--- config.mk ---
export PLATFORM = sky130hd
export DESIGN_NAME = seq_detect_param
export DESIGN_NICKNAME = d
export VERILOG_FILES = /design/src/rtl/seq_detect_pkg.sv /design/src/rtl/seq_match_counter.sv /design/src/rtl/seq_detect_param.sv
export SDC_FILE = /design/constraint.sdc
export NUM_CORES = 1
export LEC_CHECK = 0
export CAP_MARGIN = 20
export CORE_MARGIN = 3
export CORE_UTILIZATION = 45
export DETAILED_ROUTE_END_ITERATION = 6
export PLACE_DENSITY = 0.82
export SLEW_MARGIN = 10
export SYNTH_ARGS = -nofsm -noshare
export SYNTH_HDL_FRONTEND = slang
export SYNTH_SLANG_ARGS = --single-unit
--- constraint.sdc ---
create_clock -name clock -period 2.45 [get_ports clock]
set_clock_uncertainty 0.05 [all_clocks]
set_input_delay 0.735 -clock clock [delete_from_list [all_inputs] [get_ports clock]]
set_output_delay 0.735 -clock clock [all_outputs]
set_load 0.02 [all_outputs]
--- src/rtl/seq_detect_pkg.sv ---
// Shared helpers for the parametrised sequence detector: length-field sizing
// and overlap-mode encodings.
package seq_detect_pkg;

    localparam logic OVL_ON  = 1'b1;
    localparam logic OVL_OFF = 1'b0;

    // Width needed to hold a pattern length from 0 to max_len inclusive.
    function automatic int len_w(input int max_len);
        return $clog2(max_len + 1);
    endfunction

endpackage

--- src/rtl/seq_match_counter.sv ---
// Saturating event counter with synchronous clear and a registered
// saturation flag that rises on the same edge the count reaches all ones.
module seq_match_counter #(
    parameter int CNT_W = 8
) (
    input  logic             clock,
    input  logic             reset,
    input  logic             clr,
    input  logic             inc,
    output logic [CNT_W-1:0] count,
    output logic             sat
);

    localparam logic [CNT_W-1:0] CNT_MAX = '1;

    // clr outranks inc, so a pulse that arrives with a clear is not counted.
    always_ff @(posedge clock) begin
        if (reset || clr) begin
            count <= '0;
            sat   <= 1'b0;
        end else if (inc && (count != CNT_MAX)) begin
            count <= count + 1'b1;
            sat   <= (count == (CNT_MAX - 1'b1));
        end
    end

endmodule

--- src/rtl/seq_detect_param.sv ---
// Run-time configurable serial bit-sequence detector with a Mealy match pulse
// and a saturating match counter.
module seq_detect_param
    import seq_detect_pkg::*;
#(
    parameter int                 MAX_LEN     = 5,
    parameter int                 CNT_W       = 8,
    parameter logic [MAX_LEN-1:0] DEF_PATTERN = 5'b11101,
    parameter int                 DEF_LEN     = 5,
    parameter logic               DEF_OVERLAP = OVL_ON,
    localparam int                LEN_W       = len_w(MAX_LEN)
) (
    input  logic               clock,
    input  logic               reset,
    input  logic               cfg_load,
    input  logic [MAX_LEN-1:0] cfg_pattern,
    input  logic [LEN_W-1:0]   cfg_len,
    input  logic               cfg_overlap,
    input  logic               din_valid,
    input  logic               din,
    input  logic               count_clr,
    output logic               match,
    output logic [CNT_W-1:0]   match_count,
    output logic               count_sat
);

    // din is consumed on every edge where din_valid is high and cfg_load is low;
    // there is no ready: the serialiser never sees back-pressure.

    localparam logic [LEN_W-1:0] MAX_LEN_W = LEN_W'(MAX_LEN);
    localparam logic [LEN_W-1:0] DEF_LEN_W = LEN_W'(DEF_LEN);

    logic [MAX_LEN-1:0] pattern;
    logic [LEN_W-1:0]   len;
    logic               overlap;
    // The oldest bit would only ever sit outside the window, so it is not kept.
    logic [MAX_LEN-2:0] hist;
    logic [LEN_W-1:0]   fill;

    logic [MAX_LEN-1:0] cand;
    logic [MAX_LEN-1:0] mask;
    logic [LEN_W:0]     fill_p1;
    logic [LEN_W-1:0]   fill_inc;
    logic [LEN_W-1:0]   len_clamped;
    logic               fill_ok;
    logic               window_eq;

    assign cand = {hist, din};

    always_comb begin
        mask = '0;
        for (int i = 0; i < MAX_LEN; i++) begin
            mask[i] = (LEN_W'(i) < len);
        end
    end

    assign window_eq   = ((cand ^ pattern) & mask) == '0;
    assign fill_p1     = {1'b0, fill} + (LEN_W + 1)'(1);
    assign fill_ok     = fill_p1 >= {1'b0, len};
    assign match       = din_valid & ~cfg_load & ~reset & (len != '0) & fill_ok & window_eq;
    assign fill_inc    = (fill < len) ? fill + LEN_W'(1) : len;
    assign len_clamped = (cfg_len > MAX_LEN_W) ? MAX_LEN_W : cfg_len;

    always_ff @(posedge clock) begin
        if (reset) begin
            pattern <= DEF_PATTERN;
            len     <= DEF_LEN_W;
            overlap <= DEF_OVERLAP;
            hist    <= '0;
            fill    <= '0;
        end else if (cfg_load) begin
            pattern <= cfg_pattern;
            len     <= len_clamped;
            overlap <= cfg_overlap;
            hist    <= '0;
            fill    <= '0;
        end else if (din_valid) begin
            hist <= cand[MAX_LEN-2:0];
            if (!match) begin
                fill <= fill_inc;
            end else if (overlap == OVL_ON) begin
                fill <= len;
            end else begin
                fill <= '0;
            end
        end
    end

    seq_match_counter #(
        .CNT_W(CNT_W)
    ) u_counter (
        .clock(clock),
        .reset(reset),
        .clr  (count_clr),
        .inc  (match),
        .count(match_count),
        .sat  (count_sat)
    );

endmodule

==> results.yml <==
outcome:
  status: "finished, violations left"
  violations: "setup timing"
clock_tree:
  htree_levels: 1
  clk_latency_ns: 0.31
  cts-root-buf: "clkbuf_4"
  cts_made_buffers: 3
  cts_hold_buf: 0
  path_clk_slew_ns: 0.13
  clock_tree.buffer_depth: 2
  cts_sinks: 25
  cts_tree: "built"
grt:
  grt_pass1_wl_mm: 6.423
  grt_usage: 0.1978
  overflow: 0
  antenna_found_initial: 0
  grt_pass1_vias: 1421
  grt_max_degree: 18
place:
  dp_hpwl_mm: 2.873
  postPlaceCellArea_um2: 1916
  dp.cells: 239
  gp_congestion: 0.9337
  io_buffers: 24
setup_path:
  rrSetupSlack_ns: 0.18
  cp_common_cell: "ha_4"
  worst-setup-path-type: "reg2out"
  cpPeakStageDelay_ns: 0.39
  rr_worst_depth: 8
  critPathSlowestCell: "dfxtp_4"
  startpoint_type: "flop"
  worstReg2RegStart: "fill[0]"
  crit_family: "compound AO/OA/AOI/OAI gates"
  arrival_ns: 2.02
  worstPathMaxFanout: 4
  cp-startpoint: "fill[0]"
  cp_cell_sequence: "ha_4 -> ha_4 -> a21boi_4 -> o21ai_2 -> a221o_1 -> nor2_4 -> buf_6"
  cp.required_ns: 1.66
  crit_buf_inv: 1
  end_kind: "primary output"
  reg2reg_to: "u_counter.count[4]"
layout:
  fin_cells: 243
  antenna_cells: 0
  nets: 224
  areaGrowthSynthToFinish_pct: 33.79
  fillCellCount: 256
  drive_gt1_frac: 0.2312
  fin_area_um2: 1967
floorplan:
  initial_core_util: 0.4776
  coreArea_um2: 3078
  num_rows: 20
  fp.dieH_um: 63.16
  die_w_um: 63.16
  die_area_um2: 3989
  boundaryPins: 25
drt:
  drc: 0
  drt-total-wl_mm: 3.737
  wire_per_inst_um: 15.38
  routed_via_density: 5.794
  drtIter0Drc: 46
  ant_nets: 0
  drtPass1Iterations: 4
  route.vias.total: 1408
flow_run:
  drv_cap: 0
synth:
  synthMuxAreaShare: 0.05617
  async_flop_share: 0
  synth_top_family_by_area: "compound AO/OA/AOI/OAI gates"
  synthCells: 155
  synth-edff-count: 0
  synth_top_area_share: 0.3404
  synth_ff_type: "dfxtp_1"
  synth_fa_ha_area_frac: 0.07660
  syn-cell-area_um2: 1470
  syn_avg_cell_area_um2: 9.485
  ys_warn_count: 0
  synth_xor_area_frac: 0.03574
  synth-seq-area-share: 0.3404
  synth_area_leaders: "dfxtp_1 34%, ha_1 7.7%, mux2i_1 4.1%, a211oi_1 3.1%, nor2_1 3.1%"
  synth_compound_area_frac: 0.2596
  synth.largest_area_cell: "dfxtp_1"
  ys_types: 49
  synth_simple_gate_area_share: 0.1881
  synth-seq-cells: 25
  synth_nets: 179
sta:
  fin_crit_ns: 2.806
  maxSlewViolCount: 0
  rsz0062_at_grt: "yes"
  clock.fmax_ghz: 0.3564
  setup_viol: 1
  final-hold-violation-count: 0
  finalSetupTns_ns: -0.3555
  worst_pin_slew_ns: 0.5320
  setup_ws_ns: -0.3555
  slew_headroom: 0.6416
  fin_crit_sh: 1.145
power_and_ir_drop:
  ir_drop_v: 0.0002978
  leakagePower_nw: 0.7680
  power-per-cell-area_nw_per_um2: 396.7
  fin_total_pwr_mw: 0.7802
hold_path:
  hp-class: "reg2reg"
  min_path_cells: 2
  holdPathEnd: "u_counter.sat"
  min_from: "u_counter.sat"
worst max-delay path by stage:
stage               cells after the start  slack, ns    end
detailed placement                      6      -0.91  match
global route                            7      -0.44  match
floorplan                               6       0.01  match
global placement                        6      -0.87  match
finish                                  7      -0.36  match
CTS                                     7      -0.35  match
worst min-delay path: stages (launching register included):
cell	delay, ns
dfxtp_1	0.34
nand2_1	0.05
o22ai_1	0.06
layer usage:
layer	wire length [um]	global-route usage	vias up	share of wire
li1	-	-	681	-
met1	1561	0.2298	677	0.42
met2	1966	0.3570	44	0.53
met3	156	0.03387	6	0.042
met4	53	0.07713	0	0.014
met5	0	0	-	0
power by group:
| group | total [mW] | internal, mW | switching, mW |
|---|---|---|---|
| clock network | 0.186 | 0.0636 | 0.122 |
| logic | 0.166 | 0.0878 | 0.0786 |
| registers | 0.428 | 0.418 | 0.00959 |
| total | 0.780 | 0.570 | 0.210 |
what timing repair did:
item,4_1_cts,5_1_grt
pin swaps,6,0
gates resized for setup,11,1
setup endpoints to repair,1,1
setup buffers,0,0
kinds of logic (layout without fill, tap and decap cells):
family,after synthesis,after routing
flops,25,25
compound gates,45,45
fa+ha+maj,9,9
mux,8,8
simple gates,50,50
xor+xnor,6,6
buf+inv,12,56
cell usage after synthesis, types with 3 or more instances:
cell type / number
inv_1: 6
nor2b_1: 5
a211oi_1: 6
dfxtp_1: 25
nand2_1: 5
a211o_1: 5
nand3_1: 5
a21oi_1: 5
ha_1: 9
xor2_1: 4
o21ai_0: 5
or3_1: 4
mux2i_1: 6
a31oi_1: 3
nand4_1: 4
buf_4: 3
o311ai_1: 3
o41ai_1: 3
nor2_1: 12
sequential cells by signal, summed over array words and instances (netlist names):
signal / count
overlap: 1
fill: 3
hist: 4
u_counter.count: 8
len: 3
pattern: 5
u_counter.sat: 1
cell usage in the layout, fill, tap and decap left out, types with 3 or more instances in the layout:
master           Yosys  final
a21oi_1              5      5
a211oi_1             6      6
clkdlybuf4s50_1      0     21
nand4_1              4      4
nor2b_1              5      5
dfxtp_1             25     23
o21ai_0              5      4
or3_1                4      4
nand2_1              5      5
a211o_1              5      5
buf_4                3     22
o311ai_1             3      3
nand3_1              5      5
a31oi_1              3      3
o41ai_1              3      3
inv_1                6      6
mux2i_1              6      6
nor2_1              12     11
xor2_1               4      4
clkbuf_4             0      3
ha_1                 9      7
layout make-up:
class / instances / area (um2) / share of cell area
Inverter: 6 / 22.52 / 0.01145
Clock buffer: 4 / 26.28 / 0.01336
Timing Repair Buffer: 46 / 404.1 / 0.2055
Multi-Input combinational cell: 118 / 953.4 / 0.4847
Tap cell: 44 / 55.05 / 0.02799
Sequential cell: 25 / 505.5 / 0.2570
per-stage QoR:
step / util / hold slack [ns] / worst slack, ns
2_1_floorplan: - / 0.4108 / 0.01489
3_3_place_gp: 0.6224 / 0.4185 / -0.8690
3_5_place_dp: 0.6224 / 0.4176 / -0.9063
4_1_cts: 0.6366 / 0.4399 / -0.3517
5_1_grt: 0.6390 / 0.4539 / -0.4437
6_report: 0.6390 / 0.4415 / -0.3555
Power figures use the tool's default switching activity.
